`config.mk`:
```
export PLATFORM = sky130hd
export DESIGN_NAME = fetch_controller
export DESIGN_NICKNAME = d
export VERILOG_FILES = /design/src/rtl/imem_pkg.sv /design/src/rtl/fetch_dbg_arb.sv /design/src/rtl/fetch_controller.sv
export SDC_FILE = /design/constraint.sdc
export NUM_CORES = 1
export LEC_CHECK = 0
export CAP_MARGIN = 25
export CORE_MARGIN = 8
export CORE_UTILIZATION = 33
export CTS_CLUSTER_SIZE = 16
export DETAILED_ROUTE_END_ITERATION = 6
export PLACE_DENSITY = 0.76
export SLEW_MARGIN = 20
export SYNTH_ARGS = -nofsm -noshare
export SYNTH_HDL_FRONTEND = slang
export SYNTH_HIERARCHICAL = 1
export SYNTH_SLANG_ARGS = --single-unit
```
`constraint.sdc`:
```
create_clock -name Clk -period 1.4 [get_ports Clk]
set_input_delay 0.28 -clock Clk [delete_from_list [all_inputs] [get_ports Clk]]
set_output_delay 0.28 -clock Clk [all_outputs]
set_load 0.005 [all_outputs]
```
`src/rtl/imem_pkg.sv`:
```
`timescale 1ns/1ps
// Shared instruction-memory geometry and fetch-stage state encoding.
package imem_pkg;

    localparam int IMEM_AW = 6;
    localparam int IMEM_DW = 32;

    localparam logic [IMEM_DW-1:0] NOP = 32'h0;

    typedef enum logic [1:0] {
        IDLE  = 2'd0,
        FETCH = 2'd1,
        DEBUG = 2'd2,
        HALT  = 2'd3
    } fetch_state_e;

endpackage

```
`src/rtl/fetch_dbg_arb.sv`:
```
`timescale 1ns/1ps
// Debug read-port arbiter: grants when the memory port is free, otherwise counts
// denied request cycles and asks the fetch FSM for a DEBUG slot once starved.
module fetch_dbg_arb
    import imem_pkg::*;
#(
    parameter int DBG_STARVE = 4
) (
    input  logic               clk,
    input  logic               srst,
    input  logic               dbg_req,
    input  logic               mem_free,
    input  logic               in_debug,
    input  logic [IMEM_DW-1:0] rd_data,
    output logic               dbg_gnt,
    output logic               starve,
    output logic               dbg_valid,
    output logic [IMEM_DW-1:0] dbg_data
);

    localparam int CW = $clog2(DBG_STARVE + 1);

    logic [CW-1:0]      cnt_q, cnt_d;
    logic               dbg_valid_q, dbg_valid_d;
    logic [IMEM_DW-1:0] dbg_data_q, dbg_data_d;

    always_comb begin
        // Gating with srst keeps a read from starting in a reset cycle.
        dbg_gnt     = dbg_req && !srst && (mem_free || in_debug);
        starve      = 1'b0;
        cnt_d       = '0;
        if (dbg_req && !dbg_gnt) begin
            cnt_d  = (cnt_q < CW'(DBG_STARVE)) ? cnt_q + 1'b1 : cnt_q;
            starve = (cnt_d == CW'(DBG_STARVE));
        end
        dbg_valid_d = dbg_gnt;
        dbg_data_d  = dbg_gnt ? rd_data : dbg_data_q;
    end

    always_ff @(posedge clk) begin
        if (srst) begin
            cnt_q       <= '0;
            dbg_valid_q <= 1'b0;
            dbg_data_q  <= NOP;
        end else begin
            cnt_q       <= cnt_d;
            dbg_valid_q <= dbg_valid_d;
            dbg_data_q  <= dbg_data_d;
        end
    end

    assign dbg_valid = dbg_valid_q;
    assign dbg_data  = dbg_data_q;

endmodule

```
`src/rtl/fetch_controller.sv`:
```
`timescale 1ns/1ps
// Instruction fetch stage: PC sequencing, IF/ID register, halt after END_ADDR.
// Macro FETCH_DEBUG_PORT_EN adds the debug read port and its starvation arbiter.
module fetch_controller
    import imem_pkg::*;
#(
    parameter logic [IMEM_AW-1:0] END_ADDR   = 6'd26,
    parameter int                 DBG_STARVE = 4
) (
    input  logic               Clk,
    input  logic               Reset,
    input  logic               Stall,
    input  logic               BranchTaken,
    input  logic [IMEM_AW-1:0] BranchTarget,
    output logic [IMEM_AW-1:0] ImemAddress,
    input  logic [IMEM_DW-1:0] ImemReadData,
    output logic [IMEM_DW-1:0] Instruction,
    output logic [IMEM_AW-1:0] InstrPC,
    output logic               InstrValid,
    output logic               Halted,
    input  logic               DbgReq,
    input  logic [IMEM_AW-1:0] DbgAddr,
    output logic               DbgGnt,
    output logic [IMEM_DW-1:0] DbgData,
    output logic               DbgValid
);

    fetch_state_e       state_q, state_d;
    logic [IMEM_AW-1:0] pc_q, pc_d;
    logic [IMEM_AW-1:0] instr_pc_q, instr_pc_d;
    logic [IMEM_DW-1:0] instr_q, instr_d;
    logic               instr_valid_q, instr_valid_d;
    logic               halted_q, halted_d;
    logic               dbg_gnt, starve, mem_free;

    // The address port is idle when no fetch is consuming it this cycle.
    assign mem_free = (state_q == IDLE) || (state_q == HALT) ||
                      ((state_q == FETCH) && (Stall || BranchTaken));

`ifdef FETCH_DEBUG_PORT_EN
    fetch_dbg_arb #(
        .DBG_STARVE (DBG_STARVE)
    ) u_dbg_arb (
        .clk       (Clk),
        .srst      (Reset),
        .dbg_req   (DbgReq),
        .mem_free  (mem_free),
        .in_debug  (state_q == DEBUG),
        .rd_data   (ImemReadData),
        .dbg_gnt   (dbg_gnt),
        .starve    (starve),
        .dbg_valid (DbgValid),
        .dbg_data  (DbgData)
    );

    assign ImemAddress = dbg_gnt ? DbgAddr : pc_q;
`else
    logic unused_dbg;

    assign dbg_gnt     = 1'b0;
    assign starve      = 1'b0;
    assign DbgValid    = 1'b0;
    assign DbgData     = NOP;
    assign ImemAddress = pc_q;
    assign unused_dbg  = ^{DbgReq, DbgAddr, mem_free, 32'(DBG_STARVE)};
`endif

    assign DbgGnt = dbg_gnt;

    always_comb begin
        state_d       = state_q;
        pc_d          = pc_q;
        instr_d       = instr_q;
        instr_pc_d    = instr_pc_q;
        instr_valid_d = instr_valid_q;
        if (BranchTaken) begin
            pc_d          = BranchTarget;
            instr_valid_d = 1'b0;
            state_d       = FETCH;
        end else begin
            case (state_q)
                IDLE: state_d = FETCH;
                FETCH: begin
                    if (!Stall) begin
                        instr_d       = ImemReadData;
                        instr_pc_d    = pc_q;
                        instr_valid_d = 1'b1;
                        pc_d          = pc_q + 1'b1;
                        if (pc_q == END_ADDR) begin
                            state_d = HALT;
                        end else if (starve) begin
                            state_d = DEBUG;
                        end
                    end
                end
                DEBUG: begin
                    // A stalled IF/ID word is still pending, so only drop it once consumed.
                    if (!Stall) begin
                        instr_valid_d = 1'b0;
                    end
                    state_d = FETCH;
                end
                HALT: begin
                    if (!Stall) begin
                        instr_valid_d = 1'b0;
                    end
                end
                default: state_d = IDLE;
            endcase
        end
        halted_d = (state_d == HALT);
    end

    always_ff @(posedge Clk) begin
        if (Reset) begin
            state_q       <= IDLE;
            pc_q          <= '0;
            instr_q       <= NOP;
            instr_pc_q    <= '0;
            instr_valid_q <= 1'b0;
            halted_q      <= 1'b0;
        end else begin
            state_q       <= state_d;
            pc_q          <= pc_d;
            instr_q       <= instr_d;
            instr_pc_q    <= instr_pc_d;
            instr_valid_q <= instr_valid_d;
            halted_q      <= halted_d;
        end
    end

    assign Instruction = instr_q;
    assign InstrPC     = instr_pc_q;
    assign InstrValid  = instr_valid_q;
    assign Halted      = halted_q;

endmodule

```
==> results of run 1 <==
cell usage after synthesis:
master	count
a211oi_1	3
nor4b_2	1
nand2_1	76
a2111oi_1	2
clkbuf_1	7
a31oi_1	1
inv_1	6
a311oi_1	2
buf_4	34
nor3b_2	1
nor2_1	3
xnor2_1	1
ha_1	2
nand2b_1	2
a21oi_1	39
dfxtp_1	48
buf_2	4
o21ai_0	2
nand3_1	1
o22ai_1	1
conb_1	1
o31ai_1	1
nand4b_1	2
or3_1	2
and4_1	2
nor4b_1	3
a2111oi_0	1
and3_1	1
buf_6	3
or4b_4	1
cells by family (layout without fill, tap and decap cells):
kind of cell,after synthesis,in the layout,share of synthesized area [%]
XOR/XNOR,1,1,0.420
other,1,34,0.180
buffers and inverters,54,123,17.2
AND/OR/NAND/NOR,95,95,20.9
AO/OA/AOI/OAI,52,52,14.1
adder cells (fa/ha/maj),2,2,1.20
flip-flops,48,48,46.1
routing by layer:
metal | vias up | wire length (microns) | track usage [%]
li1 | 970 | - | -
met1 | 868 | 2370 | 13.0
met2 | 89 | 2950 | 20.8
met3 | 5 | 894 | 7.40
met4 | 0 | 51 | 3.46
met5 | - | 0 | 0
worst register-to-register path, stage by stage, from the launching register on:
cell and delay, ps:
dfxtp_1 320, or4b_4 630, clkbuf_16 200, nand2_1 60
a21oi_1 60
placed cells by master, fill, tap and decap left out, drive strengths merged, types with 3 or more instances in the layout:
cell type	synthesis	layout
nor2	3	3
conb	1	34
a21oi	39	39
nor4b	4	4
nand2	76	76
clkdlybuf4s50	0	38
inv	6	6
a211oi	3	3
dlygate4sd2	0	47
buf	41	19
a2111oi	3	3
clkbuf	7	10
dfxtp	48	48
area by class of cell:
class,instances,area [sq um],share of cell area [%]
clock buffers,6,82.6,2.53
repair buffers,109,1100,33.8
well taps,77,96.3,2.96
multi-input cells,184,925,28.4
clock inverters,2,38.8,1.19
flip-flops and latches,48,992,30.5
inverters,6,22.5,0.691
what timing repair did:
action                                  in CTS  in global routing
buffers inserted                             1                  1
gates cloned                                 0                  4
endpoints found under the setup margin      58                 41
pin swaps                                    2                  2
resized for setup                           66                 12
metrics by stage:
step           power [uW]  area (sq um)  worst slack [ps]  std cells  TNS [ps]
6_report             2940          3260              17.3        432         0
5_1_grt              3090          3260             -20.7        432      -144
4_1_cts              2950          3100              5.94        427         0
3_5_place_dp         1910          3000              -397        418    -14430
3_3_place_gp         1910          3000              -351        418    -13320
2_1_floorplan        1700          2210              6.26        286         0
where the power goes:
part           internal [uW]  switching [uW]  total (uW)
Combinational            251             187         439
Clock                    584             470        1050
Sequential              1410            37.6        1450
Total                   2250             694        2940
state kept, by name (all words and copies together), names as in the netlist:
| name | cells |
|---|---|
| InstrValid | 1 |
| ImemAddress | 6 |
| state_q | 2 |
| Halted | 1 |
| InstrPC | 6 |
| Instruction | 32 |
how the worst min path moves through the flow:
| stage | from | end | slack [ps] |
|---|---|---|---|
| 6_report | BranchTaken | ImemAddress[2]$_SDFFE_PP0P_ | 370 |
| 5_1_grt | BranchTaken | ImemAddress[2]$_SDFFE_PP0P_ | 370 |
| 4_1_cts | Reset | state_q[0]$_SDFF_PP0_ | 370 |
| 3_5_place_dp | InstrPC[5]$_SDFFE_PP0P_ | InstrPC[5]$_SDFFE_PP0P_ | 450 |
| 3_3_place_gp | Instruction[21]$_SDFFE_PP0P_ | Instruction[21]$_SDFFE_PP0P_ | 440 |
| 2_1_floorplan | Reset | ImemAddress[4]$_SDFFE_PP0P_ | 360 |
==> summary.md, run 1 <==
| Metric | Value |
|---|---|
| Clock Root Buffer | `clkbuf_8` |
| Leak Pwr | `0.00147 uW` |
| Cts hold-fix bufs | `0` |
| Max-slew violations | `0` |
| Status | `completed` |
| Clock Sinks | `48` |
| Layout cells sized above 1 | `14.9%` |
| Peak VDD IR | `0.494 mV` |
| Crit. End Element | `register` |
| DR WL/cell | `14.5 microns` |
| First-pass GRT wire length | `8980 microns` |
| Worst hold path class | `primary input to register` |
| Area contributors post-synth | `dfxtp_1 (46%), nand2_1 (14%), buf_4 (12%)` |
| Synth Cell Area | `2090 sq um` |
| Hold WS | `369 ps` |
| Max incr delay on CP | `630 ps` |
| Clk slew on worst S/H paths | `90 ps` |
| Post-synth top area share | `46.1%` |
| Initial antenna violation count | `0` |
| F_max | `723 MHz` |
| HPWL after detailed placement | `4460 microns` |
| Max_cap viols | `0` |
| RSZ-0062 raised after global routing | `yes` |
| I/O Buffers | `87` |
| GP Congestion | `0.840` |
| GRT overflow | `0` |
| Crit path arrival time | `1550 ps` |
| Slowest-stage cell, CP | `or4b_4` |
| Critical path launch point | `state_q[1]$_SDFF_PP0_` |
| Fin. Hold Viols | `0` |
| Routed vias | `1932` |
| Worst reg2reg path startpoint | `state_q[1]$_SDFF_PP0_` |
| First-pass iteration count of the detailed router | `5` |
| CTS buffer count | `5` |
| Std cell rows | `29` |
| CTS tree | `done` |
| Post-synthesis sequential area ratio | `46.1%` |
| Setup-failing EPs final | `0` |
| Clock latency on the worst-skew pair | `300 ps` |
| H-Tree Depth | `2` |
| Post-Syn Instances | `253` |
| Initial DRC count | `35` |
| YS warnings | `6` |
| Top Family by Delay on Critical Path | `simple AND/OR/NAND/NOR gates` |
| Via/cell ratio | `4.47` |
| Syn Area/Cell | `8.24 sq um` |
| Die Y | `95.5 microns` |
| GRT Util Overall | `12.4%` |
| CP Buf/Inv Count | `1` |
| Initial Utilization | `33.4%` |
| R2R depth | `4` |
| Power Density | `903 nW/um^2` |
| Cell type with the largest total area after synthesis | `dfxtp_1` |
| Die width | `95.5 microns` |
| Synthesized flop and latch total | `48` |
| Final ANT Viol Nets | `0` |
| WS Path Type | `register to register` |
| Finished Core Util | `52.2%` |
| CP endpoint | `Instruction[22]$_SDFFE_PP0P_` |
| Die Area | `9120 sq um` |
| Layout area overhead | `56.2%` |
| Core area | `6240 sq um` |
| Fillcell total | `596` |
| # nets final | `405` |
| Longest Clk Path Bufs | `2` |
| RR Endpoint | `Instruction[22]$_SDFFE_PP0P_` |
| Pin count of the biggest net entering global routing | `28` |
| # IOs | `129` |
| Diode count | `0` |
| Reg-to-reg slack, setup | `20 ps` |
| Crit share post-route | `98.8%` |
| Crit-path max FO | `5` |
| Worst clock skew | `6.31 ps` |
| Total Wirelength | `6270 microns` |
| Critical Path Stages | `4` |
| Tmin final | `1380 ps` |
| DRC violation count after routing | `0` |
| WHS Path Cells | `3` |
| Startpoint Class | `register` |
| Post-synth cell types | `30` |
| Cell Chain, Critical Path | `or4b_4, clkbuf_16, nand2_1, a21oi_1` |
| Required @ worst endpoint | `1570 ps` |
| Vias in the first global route | `1813` |
No activity file was read; power rests on OpenSTA's default activity.
==> run 2, diff against run 1 <==
--- a/config.mk
+++ b/config.mk
@@ -7,10 +7,10 @@
 export LEC_CHECK = 0
 export CAP_MARGIN = 25
 export CORE_MARGIN = 8
-export CORE_UTILIZATION = 33
-export CTS_CLUSTER_SIZE = 16
+export CORE_UTILIZATION = 37
+export CTS_CLUSTER_SIZE = 8
 export DETAILED_ROUTE_END_ITERATION = 6
-export PLACE_DENSITY = 0.76
+export PLACE_DENSITY = 0.8
 export SLEW_MARGIN = 20
 export SYNTH_ARGS = -nofsm -noshare
 export SYNTH_HDL_FRONTEND = slang
==> constraint.sdc (replaced) <==
create_clock -name Clk -period 1.5 [get_ports Clk]
set_input_delay 0.3 -clock Clk [delete_from_list [all_inputs] [get_ports Clk]]
set_output_delay 0.3 -clock Clk [all_outputs]
set_load 0.005 [all_outputs]
==> summary.md, run 2 (synthesized netlist as in run 1, its figures left out) <==
| Metric | Value |
|---|---|
| Status | `completed (unchanged)` |
| Fin. Hold Viols | `0 (unchanged)` |
| Crit path arrival time | `1160 ps (was 1550 ps)` |
| GRT overflow | `0 (unchanged)` |
| Clk slew on worst S/H paths | `90 ps (about the same)` |
| Startpoint Class | `register (unchanged)` |
| Core area | `5470 sq um (was 6240 sq um)` |
| DP Area | `2990 sq um (was 3000 sq um)` |
| Std cell rows | `27 (was 29)` |
| Tmin final | `1460 ps` |
| HPWL after detailed placement | `4300 microns (was 4460 microns)` |
| Design area | `3240 sq um (was 3260 sq um)` |
| Min-delay src | `Reset (was BranchTaken)` |
| Layout area overhead | `55.4% (was 56.2%)` |
| Clock latency on the worst-skew pair | `300 ps (about the same)` |
| F_max | `686 MHz` |
| WHS Path Cells | `2 (was 3)` |
| CP Buf/Inv Count | `1 (unchanged)` |
| WHS Endpoint | `state_q[0]$_SDFF_PP0_ (was ImemAddress[2]$_SDFFE_PP0P_)` |
| Commonest non-fill, non-tap cell in the layout | `nand2_1 (unchanged)` |
| I/O Buffers | `87 (unchanged)` |
| Cts hold-fix bufs | `0 (unchanged)` |
| R2R depth | `4 (unchanged)` |
| # IOs | `129 (unchanged)` |
| Total Wirelength | `6230 microns (was 6270 microns)` |
| Cell Chain, Critical Path | `clkdlybuf4s50_1 (was or4b_4, clkbuf_16, nand2_1, a21oi_1)` |
| Pin count of the biggest net entering global routing | `36 (was 28)` |
| Final ANT Viol Nets | `0 (unchanged)` |
| Peak VDD IR | `0.519 mV (was 0.494 mV)` |
| Die Y | `91.1 microns (was 95.5 microns)` |
| Required @ worst endpoint | `1200 ps (was 1570 ps)` |
| Area of the multi-input gates | `912 sq um (was 925 sq um)` |
| Via/cell ratio | `4.61 (was 4.47)` |
| Setup-failing EPs final | `0 (unchanged)` |
| WS Path Type | `register to output pin (was register to register)` |
| Clock Sinks | `48 (unchanged)` |
| Routed vias | `1960 (was 1932)` |
| Worst hold path class | `primary input to register (unchanged)` |
| Power Density | `794 nW/um^2 (was 903 nW/um^2)` |
| Max incr delay on CP | `520 ps (was 630 ps)` |
| Worst clock skew | `9.82 ps (was 6.31 ps)` |
| DR WL/cell | `14.7 microns (was 14.5 microns)` |
| Max FFs per register | `32 (unchanged)` |
| Max_cap viols | `0 (unchanged)` |
| Leak Pwr | `0.00151 uW (was 0.00147 uW)` |
| Register area | `990 sq um (was 992 sq um)` |
| First-pass GRT wire length | `9270 microns (was 8980 microns)` |
| # nets final | `403 (was 405)` |
| Crit share post-route | `97.2%` |
| First-pass iteration count of the detailed router | `5 (unchanged)` |
| Top Family by Delay on Critical Path | `buffers and inverters (was simple AND/OR/NAND/NOR gates)` |
| Die width | `91.1 microns (was 95.5 microns)` |
| GP Congestion | `0.811 (was 0.840)` |
| Layout cells sized above 1 | `13.3% (was 14.9%)` |
| Crit. End Element | `output pin (was register)` |
| Diode count | `0 (unchanged)` |
| RR Endpoint | `ImemAddress[4]$_SDFFE_PP0P_ (was Instruction[22]$_SDFFE_PP0P_)` |
| GRT Util Overall | `13.3% (was 12.4%)` |
| Initial Utilization | `38.1% (was 33.4%)` |
| Die Area | `8300 sq um (was 9120 sq um)` |
| Power, Total | `2570 uW (was 2940 uW)` |
| Clock Root Buffer | `clkbuf_8 (unchanged)` |
| Reg-to-reg slack, setup | `120 ps (was 20 ps)` |
| CTS tree | `done (unchanged)` |
| Max-slew violations | `0 (unchanged)` |
| H-Tree Depth | `2 (unchanged)` |
| Worst reg2reg path startpoint | `ImemAddress[0]$_SDFFE_PP0P_ (was state_q[1]$_SDFF_PP0_)` |
| Initial antenna violation count | `0 (unchanged)` |
| Longest Clk Path Bufs | `2 (unchanged)` |
| Initial DRC count | `41 (was 35)` |
| Hold WS | `409 ps (was 369 ps)` |
| DRC violation count after routing | `0 (unchanged)` |
| Finished Core Util | `59.2% (was 52.2%)` |
| Slowest-stage cell, CP | `clkdlybuf4s50_1 (was or4b_4)` |
| Fillcell total | `491 (was 596)` |
| Most frequent cells in the layout | `nand2_1 (76), clkdlybuf4s50_1 (65), a21oi_1 (39) (was nand2_1 (75), dlygate4sd2_1 (47), a21oi_1 (38), clkdlybuf4s50_1 (38), conb_1 (34))` |
| CTS buffer count | `5 (unchanged)` |
| Crit-path max FO | `2 (was 5)` |
| Vias in the first global route | `1920 (was 1813)` |
| Setup_tns | `0 ps (unchanged)` |
## run 2: report_power, final
group	switching (uW)	internal (uW)	total, uW
clock network	424	375	799
logic	175	245	420
registers	34.7	1320	1350
total	634	1940	2570
## run 2: area by class of cell
class	count	share of cell area (%)
Clock buffer	7	2.66
Clock inverter	1	0.232
Inverter	6	0.695
Multi-Input combinational cell	184	28.1
Sequential cell	48	30.5
Tap cell	72	2.78
Timing Repair Buffer	107	35.0
## run 2: repair_timing
item                       4_1_cts  5_1_grt
setup endpoints to repair        7       65
cloned                           0        3
pin swaps                        1        2
buffers inserted                 1        1
gates resized for setup         15       29
## run 2: worst max-delay path by stage
stage	start	to	slack, ps	cells past startpoint
final	Instruction[20]$_SDFFE_PP0P_	Instruction[20]	40	1
after detailed placement	Stall	ImemAddress[3]$_SDFFE_PP0P_	-340	5
after global placement	Stall	ImemAddress[5]$_SDFFE_PP0P_	-270	5
after global routing	ImemAddress[0]$_SDFFE_PP0P_	Halted$_SDFF_PP0_	-30	5
after CTS	Stall	ImemAddress[3]$_SDFFE_PP0P_	2	5
after floorplan	state_q[1]$_SDFF_PP0_	InstrPC[0]$_SDFFE_PP0P_	110	5
## run 2: routing by layer
layer  GRT usage [%]  share of wire [%]
met4            5.05                1.2
met5               0                  0
met1            14.9                 41
met3            8.64                 13
met2            19.9                 45
## run 2: through the flow
stage	instances	setup WS (ps)
final	425	41.5
after global routing	425	-31.8
after CTS	421	1.94
after detailed placement	412	-342
after global placement	412	-268
after floorplan	286	106
==> patch (config.mk and constraints of run 1) <==
Change the package constant `IMEM_DW` from 32 to 48.
--- a/src/rtl/imem_pkg.sv
+++ b/src/rtl/imem_pkg.sv
@@ -3,7 +3,7 @@
 package imem_pkg;
 
     localparam int IMEM_AW = 6;
-    localparam int IMEM_DW = 32;
+    localparam int IMEM_DW = 48;
 
     localparam logic [IMEM_DW-1:0] NOP = 32'h0;
 
Ports: changed (resized DbgData, ImemReadData and Instruction); port bits go from 129 to 177. No check against the original RTL was run, so the function may have changed too.
==> patch against run 1 <==
The run now ends with negative setup slack left. Design area up 52%. Via count up 39%. Worst hold slack worse by 0.021 ns. Sequential cell count up 16. Routed wire length up 57%. Power up 50%. Clock skew down 0.0024 ns. Combinational power up 67%. Setup slack worse by 0.13 ns. Critical path depth up 1. Die area up 29%. Area after synthesis up 36%. Sequential share of layout area down 4.0 points. Largest cell class unchanged.
==> patch: results (changes against run 1) <==
[setup_path]
crit_arrival_ns=1.74  ; +0.19 ns
r2r_end=Instruction[35]$_SDFFE_PP0P_
rr_worst_depth=5  ; +1
crit_fanout=7  ; +2

[synth]
synth_common_cells=nand2_1 (109), dfxtp_1 (64), a21oi_1 (55)
yosysUniqueCellTypes=31  ; +3.3%
synth_area_leaders=dfxtp_1 (45%), nand2_1 (14%), buf_4 (13%)
avgSynthCellArea_um2=8.34  ; +1.2%
yosysSeqAreaShare=0.453  ; -0.00761

[cells_and_area]
largest_reg_flops=48  ; +50%
fin_nets=550  ; +36%
final_cells=593  ; +37%
drive_gt1_frac=0.305  ; +0.156
clock_buffers=9  ; +3
seq-cell-share=0.264  ; -0.0402
buffers=154  ; +41%
multi_input_area_share=0.327  ; +0.0435
fillers=696  ; +17%
bufAreaShareNonClock=0.333  ; -0.00461
multi_input_cells=249  ; +35%
inverters=5  ; -1

[power]
peakVddDrop_mv=0.567  ; +15%
p_switching_mw=1.13  ; +63%
p_comb_mw=0.732  ; +67%
p_clk_mw=1.75  ; +67%
p_clk_frac=0.395  ; +0.037

[placed_design]
dp_hpwl_um=6160  ; +38%
portBuffers=119  ; +37%
place.gp.congestion=0.787  ; -6.3%
dp_cells=561  ; +34%

[timing]
setup_ws_ns=-0.113  ; -0.130 ns
finalSetupViolCount=50  ; +50
skew_ns=0.00393  ; -0.00238 ns
whs_ns=0.348  ; -0.0212 ns

[min_path]
holdPathStages=2  ; -1
hold_start=Reset

[run_status]
violations=negative setup slack
status=complete, but fails checks

[grt]
grt_pass1_vias=2583  ; +42%
grt_max_degree=32  ; +14%
grt_pass1_wl_um=13500  ; +50%
track_usage=0.146  ; +0.0218

[clock_tree]
clock-sinks=64  ; +33%
clkTransAtPathRegs_ns=0.07  ; -0.02 ns
clkLatencyLatePin_ns=0.34  ; +0.04 ns

[drt]
first_pass_iters=4  ; -1
drtIter0Drc=72  ; +110%
routed_via_density=4.51  ; +0.94%

[patch: cell types whose count changed in the layout (fill, tap and decap cells not counted), sizes merged, moves of 3 or more]
cell	change
a21oi	+16
buf	+13
clkbuf	+3
clkdlybuf4s50	+16
clkinv	+3
conb	+16
dfxtp	+16
dlygate4sd2	+16
nand2	+33
[patch: critical path, stage by stage (launching register included)]
cell and delay, ns:
dfxtp_2 0.33, or4b_4 0.58, buf_12 0.17, clkbuf_16 0.17, nand2_2 0.08, a21oi_1 0.06
[patch: repair_timing]
| item | CTS | global route |
|---|---|---|
| gates resized for setup | 105 | 105 |
| setup buffers | 5 | 2 |
| gates cloned | 5 | 5 |
| endpoints found under the setup margin | 119 | 59 |
| pin swaps | 18 | 52 |
[patch: logic make-up (layout without fill, tap and decap cells)]
group           count (synthesis)  in the layout  share of synthesized area
fa+ha+maj                       2              2                    0.00885
other cells                     1             50                    0.00133
xor+xnor                        1              1                    0.00310
buf+inv                        75            175                      0.196
simple gates                  128            128                      0.205
flops                          64             64                      0.453
compound gates                 68             68                      0.132
[patch: metrics by stage]
| stage | cell area, µm² | setup slack [ns] | util | setup TNS [ns] |
|---|---|---|---|---|
| 2_1_floorplan | 3030 | -0.0208 | - | -1.04 |
| 3_3_place_gp | 3990 | -0.485 | 0.483 | -27.54 |
| 3_5_place_dp | 3990 | -0.533 | 0.483 | -30.46 |
| 6_report | 4950 | -0.113 | 0.599 | -2.92 |
| 5_1_grt | 4950 | -0.135 | 0.599 | -4.79 |
| 4_1_cts | 4440 | -0.0972 | 0.538 | -2.22 |
[patch: routing by layer]
layer  global-route usage  up-vias  part of all wire
met4               0.0411        0            0.0099
li1                     -     1302                 -
met2                0.262      105              0.52
met3               0.0476        8             0.078
met1                0.161     1262              0.39
met5                    0        -                 0
